### src/rtl/game_round_controller.sv
`default_nettype none
// ============================================================================
// Module      : game_round_controller
// Description : Match sequencer for a two-tank game. Walks TITLE -> SELECT ->
//               PLAY, freezes the field for HOLD_FRAMES frames after every
//               scoring hit, tracks both scores and declares a winner once a
//               player reaches WIN_SCORE.
// Ports       : Clk          frame clock, all state changes on rising edge
//               Reset        synchronous active-high reset
//               nextStateSig button level, only rising edges are acted on
//               hit_A/hit_B  bullet A hits tank B / bullet B hits tank A
//               currentState 0 TITLE, 1 SELECT, 2 PLAY (also HOLD), 3 OVER
//               freeze       hold tanks and bullets in place
//               respawn      one-cycle pulse to return objects to start
//               scoreA/B     hit counts, winner 00 none, 01 A, 10 B
// Revision    : 1.0 - initial release
// ============================================================================
module game_round_controller #(
    parameter int WIN_SCORE   = 3,
    parameter int HOLD_FRAMES = 120
) (
    input  logic       Clk,
    input  logic       Reset,
    input  logic       nextStateSig,
    input  logic       hit_A,
    input  logic       hit_B,
    output logic [1:0] currentState,
    output logic       freeze,
    output logic       respawn,
    output logic [3:0] scoreA,
    output logic [3:0] scoreB,
    output logic [1:0] winner
);

    localparam logic [2:0] c_S_TITLE  = 3'd0;
    localparam logic [2:0] c_S_SELECT = 3'd1;
    localparam logic [2:0] c_S_PLAY   = 3'd2;
    localparam logic [2:0] c_S_HOLD   = 3'd3;
    localparam logic [2:0] c_S_OVER   = 3'd4;

    localparam logic [1:0] c_PH_TITLE  = 2'd0;
    localparam logic [1:0] c_PH_SELECT = 2'd1;
    localparam logic [1:0] c_PH_PLAY   = 2'd2;
    localparam logic [1:0] c_PH_OVER   = 2'd3;

    localparam logic [1:0] c_WIN_NONE = 2'b00;
    localparam logic [1:0] c_WIN_A    = 2'b01;
    localparam logic [1:0] c_WIN_B    = 2'b10;

    localparam logic [3:0] c_WIN_SCORE = 4'(WIN_SCORE);
    localparam logic [9:0] c_HOLD_LOAD = 10'(HOLD_FRAMES - 1);

    logic [2:0] r_state;
    logic [9:0] r_hold_cnt;
    logic       r_prev;
    logic       w_press;
    logic [3:0] w_score_a_inc;
    logic [3:0] w_score_b_inc;

    assign w_press       = nextStateSig & ~r_prev;
    assign w_score_a_inc = scoreA + 4'd1;
    assign w_score_b_inc = scoreB + 4'd1;

    always_ff @(posedge Clk) begin
        if (Reset) begin
            r_state      <= c_S_TITLE;
            r_hold_cnt   <= 10'd0;
            // Loaded high so a button held through reset release is not a press.
            r_prev       <= 1'b1;
            currentState <= c_PH_TITLE;
            freeze       <= 1'b1;
            respawn      <= 1'b0;
            scoreA       <= 4'd0;
            scoreB       <= 4'd0;
            winner       <= c_WIN_NONE;
        end else begin
            r_prev  <= nextStateSig;
            respawn <= 1'b0;
            case (r_state)
                c_S_TITLE: begin
                    if (w_press) begin
                        r_state      <= c_S_SELECT;
                        currentState <= c_PH_SELECT;
                    end
                end
                c_S_SELECT: begin
                    if (w_press) begin
                        r_state      <= c_S_PLAY;
                        currentState <= c_PH_PLAY;
                        freeze       <= 1'b0;
                        respawn      <= 1'b1;
                        scoreA       <= 4'd0;
                        scoreB       <= 4'd0;
                        winner       <= c_WIN_NONE;
                    end
                end
                c_S_PLAY: begin
                    // A simultaneous hit is a draw: freeze without scoring.
                    if (hit_A && hit_B) begin
                        r_state    <= c_S_HOLD;
                        r_hold_cnt <= c_HOLD_LOAD;
                        freeze     <= 1'b1;
                    end else if (hit_A) begin
                        scoreA <= w_score_a_inc;
                        freeze <= 1'b1;
                        if (w_score_a_inc == c_WIN_SCORE) begin
                            r_state      <= c_S_OVER;
                            currentState <= c_PH_OVER;
                            winner       <= c_WIN_A;
                        end else begin
                            r_state    <= c_S_HOLD;
                            r_hold_cnt <= c_HOLD_LOAD;
                        end
                    end else if (hit_B) begin
                        scoreB <= w_score_b_inc;
                        freeze <= 1'b1;
                        if (w_score_b_inc == c_WIN_SCORE) begin
                            r_state      <= c_S_OVER;
                            currentState <= c_PH_OVER;
                            winner       <= c_WIN_B;
                        end else begin
                            r_state    <= c_S_HOLD;
                            r_hold_cnt <= c_HOLD_LOAD;
                        end
                    end
                end
                c_S_HOLD: begin
                    // Counter runs HOLD_FRAMES-1 down to 0, one frame each.
                    if (r_hold_cnt == 10'd0) begin
                        r_state <= c_S_PLAY;
                        freeze  <= 1'b0;
                        respawn <= 1'b1;
                    end else begin
                        r_hold_cnt <= r_hold_cnt - 10'd1;
                    end
                end
                c_S_OVER: begin
                    // Scores and winner stay visible until the next match starts.
                    if (w_press) begin
                        r_state      <= c_S_TITLE;
                        currentState <= c_PH_TITLE;
                    end
                end
                default: begin
                    r_state      <= c_S_TITLE;
                    currentState <= c_PH_TITLE;
                    freeze       <= 1'b1;
                end
            endcase
        end
    end

endmodule
`default_nettype wire

### config.mk
export PLATFORM = sky130hd
export DESIGN_NAME = game_round_controller
export DESIGN_NICKNAME = d
export VERILOG_FILES = /design/src/rtl/game_round_controller.sv
export SDC_FILE = /design/constraint.sdc
export NUM_CORES = 1
export LEC_CHECK = 0
export CORE_MARGIN = 10
export CORE_UTILIZATION = 50
export CTS_CLUSTER_DIAMETER = 40
export CTS_CLUSTER_SIZE = 14
export DETAILED_ROUTE_END_ITERATION = 8
export PLACE_DENSITY = 0.72
export SLEW_MARGIN = 20
export SYNTH_ARGS = -nofsm -noshare
export SYNTH_HDL_FRONTEND = slang
export SYNTH_SLANG_ARGS = --single-unit
### constraint.sdc
create_clock -name Clk -period 3.1 [get_ports Clk]
set_clock_uncertainty 0.2 [all_clocks]
set_input_delay 0.93 -clock Clk [delete_from_list [all_inputs] [get_ports Clk]]
set_output_delay 0.93 -clock Clk [all_outputs]
set_load 0.02 [all_outputs]
==> run_results.csv, run 1 <==
group,metric,value,unit
power_and_ir_drop,total_leakage_power,0.000668,uW
finish,area_growth,16.8,%
setup_path,setup.worst_path.start_class,"input port",
setup_path,path_buf_inv,2,
timing,slew_headroom,0.572,
clocking,post_cts.repair.setup_buffers,0,
clocking,clock_tree.htree_level_count,1,
route,first_pass_iters,4,
grt,antenna_found_initial,0,
job,drv_cap,0,
setup_path,worst-r2r-setup-slack,600,ps
timing,timing.final.crit_share,0.879,
route,num_vias,1675,
synthesis,synth_enable_flop_cells,0,
placed_design,post-dp-hpwl,3.09,mm
grt,global_route.overflow_total,0,
synthesis,mappedNetlistArea,0.00166,mm2
floorplan,initial_utilization,0.531,
route,drt-initial-drc-count,83,
route,ant_nets,0,
clocking,clkTransAtPathRegs,150,ps
placed_design,post_dp_cell_area,0.00190,mm2
clocking,cts-buffers-inserted,3,
synthesis,yosys_most_used_dff,"dfxtp_1",
setup_path,crit-reg2reg-capture,"r_hold_cnt[9]",
timing,finalHoldViolations,0,
route,drt_drc_violations_left,0,
route,detail_route.vias_per_cell,6.27,
timing,actual_slew_at_the_worst_max_slew_pin,639,ps
route,routedWlPerCell,15.7,um
placed_design,port_buffers,18,
timing,report.final.setup_viol,0,
floorplan,die_area,0.00603,mm2
clocking,worst_skew_pair.late_latency,330,ps
synthesis,post_synth_main_area_contributors,"dfxtp_1, nor2_1, a21oi_1, ha_1, o21ai_0",
grt,first_global_vias,1485,
setup_path,cp_data_arrival_time,2800,ps
synthesis,synthTopCellsByCount,"dfxtp_1, nor2_1, a21oi_1, o21ai_0, clkbuf_1",
finish,nets_final,234,
setup_path,slowest_delay,510,ps
grt,globalRouteTotalUtil,0.135,
synthesis,synth_seq_area_share,0.337,
timing,fin_crit,2730,ps
synthesis,post_synth_num_cell_types,48,
route,detail_route.wirelength,4.20,mm
synthesis,yosysMostFrequentCell,"dfxtp_1",
setup_path,regToRegStartpoint,"r_hold_cnt[0]",
synthesis,synth-seq-cells,28,
synthesis,syn_nets,215,
placed_design,gpl.final_weighted_congestion,0.909,
hold_path,hold_path.class,"flop to flop",
finish,num_antenna_cells,0,
timing,setup_total_negative_slack,0,ps
timing,report.final.slew_viol_count,0,
floorplan,core_area,0.00313,mm2
setup_path,cp.depth,7,
clocking,root_buffer_cell,"clkbuf_4",
floorplan,num_rows,20,
synthesis,synth_top_area_cell,"dfxtp_1",
setup_path,worst_path_dominant_cell_family,"simple AND/OR/NAND/NOR gates",
finish,final_cell_area,0.00194,mm2
timing,grt_setup_unrepaired,"no",
floorplan,boundaryPins,19,
setup_path,worst_r2r_path_depth,5,
outcome,outcome,"finished clean",
timing,worst_setup_slack_final,374,ps
synthesis,async_flop_share,0,
setup_path,critPathRequiredTime,3170,ps
clocking,cts_tree,"done",
setup_path,cp-endpoint,"scoreB[2]",
setup_path,cp_slowest_cell,"nor4bb_1",
synthesis,ys_warn_count,0,
setup_path,cp_cell_sequence,"clkdlybuf4s50_1, nor4bb_1, buf_4, o21bai_1, nor2_1, nand3b_1, a21oi_1",
power_and_ir_drop,powerDensity,321,mW/mm2
power_and_ir_drop,vdd_ir_drop_max,0.230,mV
placed_design,place_worst_setup_slack,46.4,ps
synthesis,post_synth_inst_count,205,
clocking,cts.hold.buffers_added,0,
setup_path,path_class,"input port to flop",
grt,grt_first_pass_wirelength,6.96,mm
finish,fillers,302,
clocking,clock_sink_count,28,
setup_path,crit_fanout,6,
setup_path,timing.critical_path.to_type,"flop",
power_and_ir_drop,power.total,624,uW
clocking,max-clock-path-buffers,2,
finish,drive_gt1_frac,0.0852,
finish,final-instance-count-excl-fill,267,
placed_design,dp.cells,263,
clocking,post_cts.resized_instances,0,
floorplan,die_width,77.6,um
setup_path,crit_start,"nextStateSig",
grt,maximum_number_of_pins_on_one_net_before_global_route_repair,16,
synthesis,yosys.area.top_type_share,0.337,
timing,achievable-frequency,0.367,GHz
floorplan,dieHeight,77.6,um
synthesis,synth_area_per_cell,8.11,um2
## worst min-delay path, stage by stage (launching register included)
cell and delay [ps]:
dfxtp_1 380, o21ai_0 80, a21oi_1 60
## power by group
group / leakage [uW] / internal (uW) / total (uW) / switching [uW]
registers: 0.000226 / 366 / 375 / 8.76
logic: 0.000421 / 30.4 / 67.0 / 36.6
clock network: 0.0000210 / 71.9 / 182 / 110
total: 0.000668 / 468 / 624 / 155
## routing by layer
metal / routed length, um / vias up / global-route usage
met2: 2080 / 43 / 0.221
li1: - / 819 / -
met1: 1830 / 805 / 0.165
met5: 0 / - / 0
met3: 226 / 8 / 0.0323
met4: 64 / 0 / 0.0529
## area by class of cell
type                       instances  area [um2]  share of cell area
multi-input combinational        159        1030               0.533
inverter                           8        30.0              0.0155
tap                               44        55.1              0.0284
timing repair buffer              24         225               0.116
clock buffer                       4        36.3              0.0187
sequential                        28         561               0.289
## worst min path at each step
stage	startpoint	endpoint	cells past startpoint
floorplan	r_hold_cnt[1]	r_hold_cnt[1]	2
global placement	winner[1]	winner[1]	1
detailed placement	winner[1]	winner[1]	1
CTS	scoreA[3]	scoreA[3]	2
global route	currentState[0]	currentState[0]	2
finish	scoreA[3]	scoreA[3]	2
## through the flow
stage          hold WS [ps]  utilization
3_5_place_dp            311        0.609
4_1_cts                 340        0.620
6_report                345        0.620
3_3_place_gp            304        0.609
5_1_grt                 392        0.620
2_1_floorplan           287            -
## cells by family (layout without fill, tap and decap cells)
| group | count (synthesis) | after routing | synth area share |
|---|---|---|---|
| simple gates | 87 | 87 | 0.303 |
| compound gates | 64 | 64 | 0.263 |
| flops | 28 | 28 | 0.337 |
| buf+inv | 18 | 36 | 0.0407 |
| fa+ha+maj | 5 | 5 | 0.0377 |
| mux | 3 | 3 | 0.0181 |
## state kept, by name, indices dropped and copies added (netlist names)
| name | flops |
|---|---|
| freeze | 1 |
| currentState | 2 |
| respawn | 1 |
| scoreA | 4 |
| winner | 2 |
| r_hold_cnt | 10 |
| scoreB | 4 |
| r_prev | 1 |
| r_state | 3 |
## cells in the final DEF, fill, tap and decap left out, types with 4 or more instances in the layout
master / n
a211oi_1: 4
a21o_1: 4
a21oi_1: 18
buf_4: 6
clkdlybuf4s50_1: 18
dfxtp_1: 28
ha_1: 5
inv_1: 8
nand2_1: 5
nand3_1: 8
nand3b_1: 7
nor2_1: 26
nor2b_1: 4
nor3_1: 8
nor4bb_1: 4
o21ai_0: 12
or4_1: 4
Note: power is estimated with default switching activity, not from simulation.
==> inputs of run 2 (changes only) <==
--- a/config.mk
+++ b/config.mk
@@ -11,7 +11,8 @@
 export CTS_CLUSTER_SIZE = 14
 export DETAILED_ROUTE_END_ITERATION = 8
 export PLACE_DENSITY = 0.72
-export SLEW_MARGIN = 20
+export SKIP_CTS_REPAIR_TIMING = 1
+export SLEW_MARGIN = 30
 export SYNTH_ARGS = -nofsm -noshare
 export SYNTH_HDL_FRONTEND = slang
 export SYNTH_SLANG_ARGS = --single-unit
==> constraint.sdc (replaced) <==
create_clock -name Clk -period 3.1 [get_ports Clk]
set_clock_uncertainty 0.2 [all_clocks]
set_input_delay 0.31 -clock Clk [delete_from_list [all_inputs] [get_ports Clk]]
set_output_delay 0.31 -clock Clk [all_outputs]
set_load 0.02 [all_outputs]
==> run 2 against run 1 <==
  * Total power fell by 1.3%
  * Non-clock buffer count fell by 4
  * Fmax rose by 10%
  * Critical endpoint is now r_hold_cnt[9]
  * Largest cell class unchanged
  * Highest routed layer unchanged
==> run_results.csv, run 2 (synthesis results as in run 1) <==
group,metric,value,unit
floorplan,die_area,0.00603,mm2
finish,largest-register,"r_hold_cnt",
finish,multi_input_area,0.00103,mm2
setup_path,worst-r2r-setup-slack,630,ps
clocking,max-clock-path-buffers,2,
hold_path,hold_path_depth,2,
placed_design,post-dp-hpwl,3.05,mm
timing,actual_slew_at_the_worst_max_slew_pin,625,ps
route,drt-initial-drc-count,130,
timing,grt_setup_unrepaired,"no",
grt,first_global_vias,1530,
clocking,clkTransAtPathRegs,150,ps
hold_path,hold_path.class,"flop to flop",
setup_path,worst_r2r_path_depth,5,
clocking,cts_tree,"done",
grt,grt_first_pass_wirelength,7.09,mm
setup_path,critPathRequiredTime,3140,ps
setup_path,crit_fanout,5,
route,detail_route.vias_per_cell,6.11,
timing,worst_setup_slack_final,630,ps
placed_design,gpl.final_weighted_congestion,0.896,
grt,globalRouteTotalUtil,0.136,
placed_design,port_buffers,18,
finish,sequential_cell_area,561,um2
finish,reg_top3,"r_hold_cnt (10), scoreA (4), scoreB (4)",
setup_path,crit-reg2reg-capture,"r_hold_cnt[9]",
setup_path,path_class,"flop to flop",
grt,maximum_number_of_pins_on_one_net_before_global_route_repair,16,
power_and_ir_drop,power_switching_share,0.244,
power_and_ir_drop,power_report.internal_total,465,uW
hold_path,worst_min_delay_path_endpoint,"r_hold_cnt[1]",
floorplan,core_area,0.00313,mm2
power_and_ir_drop,share_clk_of_total_power,0.288,
route,first_pass_iters,4,
timing,finalHoldViolations,0,
floorplan,num_rows,20,
timing,achievable-frequency,0.405,GHz
finish,area_growth,15.0,%
setup_path,setup.worst_path.start_class,"flop",
power_and_ir_drop,vdd_ir_drop_max,0.183,mV
setup_path,cp_data_arrival_time,2510,ps
placed_design,place_worst_setup_slack,575,ps
clocking,root_buffer_cell,"clkbuf_4",
grt,global_route.overflow_total,0,
grt,antenna_found_initial,0,
floorplan,die_width,77.6,um
outcome,outcome,"finished clean",
setup_path,crit_start,"r_hold_cnt[0]",
floorplan,dieHeight,77.6,um
power_and_ir_drop,total_leakage_power,0.000649,uW
clocking,worst_skew_pair.late_latency,330,ps
hold_path,hold_path.startpoint,"r_hold_cnt[1]",
finish,highest_count_cells_in_the_layout_ignoring_fill_and_taps,"dfxtp_1, nor2_1, a21oi_1, clkdlybuf4s50_1, o21ai_0",
floorplan,initial_utilization,0.531,
finish,largest_register_ffs,10,
clocking,clock_sink_count,28,
route,ant_nets,0,
route,drt_drc_violations_left,0,
finish,num_antenna_cells,0,
finish,layout.cells.most_common,"dfxtp_1",
finish,fillers,303,
power_and_ir_drop,netSwitchingPower,150,uW
timing,report.final.slew_viol_count,0,
setup_path,timing.critical_path.to_type,"flop",
power_and_ir_drop,combinational_group_share_of_total_power,0.097,
setup_path,regToRegStartpoint,"r_hold_cnt[0]",
finish,final_cell_area,0.00191,mm2
job,drv_cap,0,
route,num_vias,1606,
finish,nets_final,230,
route,detail_route.wirelength,4.12,mm
power_and_ir_drop,powerDensity,322,mW/mm2
timing,fin_crit,2470,ps
clocking,clock_tree.htree_level_count,1,
clocking,cts-buffers-inserted,3,
timing,setup_total_negative_slack,0,ps
timing,timing.final.crit_share,0.797,
placed_design,post_dp_cell_area,0.00187,mm2
timing,report.final.setup_viol,0,
power_and_ir_drop,seq_power_share,0.615,
timing,slew_headroom,0.579,
floorplan,boundaryPins,19,
finish,drive_gt1_frac,0.0685,
route,routedWlPerCell,15.7,um
## run 2: critical path, stage by stage, from the launching register on
cell and delay [ps]:
dfxtp_1 360, or4_4 530, or4_4 440, o31a_1 250
or3b_1 380, o221a_1 230
## run 2: how the worst max path moves through the flow
stage                     slack (ps)  cells after the start            end
after CTS                        620                      5  r_hold_cnt[9]
after detailed placement         570                      5      scoreA[3]
final                            630                      5  r_hold_cnt[9]
after global routing             470                      7     r_state[0]
after global placement           650                      5      scoreA[3]
after floorplan                  710                      5  r_hold_cnt[9]
## run 2: per-layer routing
metal	share of wire	track usage	vias to the layer above
met2	0.49	0.224	38
met5	0	0	-
met3	0.051	0.0300	4
li1	-	-	806
met1	0.46	0.175	758
met4	0.0053	0.0292	0
## run 2: cell type report
class	instances	share of cell area
flip-flops and latches	28	0.293
clock buffers	4	0.0190
inverters	8	0.0157
repair buffers	20	0.102
well taps	44	0.0288
multi-input cells	159	0.541
## run 2: power by group through the flow
| stage | logic [uW] | registers (uW) | clock network (uW) |
|---|---|---|---|
| 3_3_place_gp | 57.2 | 385 | 0 |
| 5_1_grt | 65.1 | 380 | 204 |
| 3_5_place_dp | 58.7 | 386 | 0 |
| 4_1_cts | 59.2 | 378 | 186 |
| 2_1_floorplan | 41.6 | 380 | 0 |
| 6_report | 59.5 | 379 | 177 |
## run 2: stage by stage
| stage | hold WS, ps | total power, uW | util | cells |
|---|---|---|---|---|
| finish | 342 | 615 | 0.611 | 263 |
| global route | 377 | 649 | 0.611 | 263 |
| CTS | 344 | 623 | 0.611 | 263 |
| detailed placement | 322 | 444 | 0.599 | 259 |
| global placement | 303 | 442 | 0.599 | 259 |
| floorplan | 217 | 422 | - | 205 |
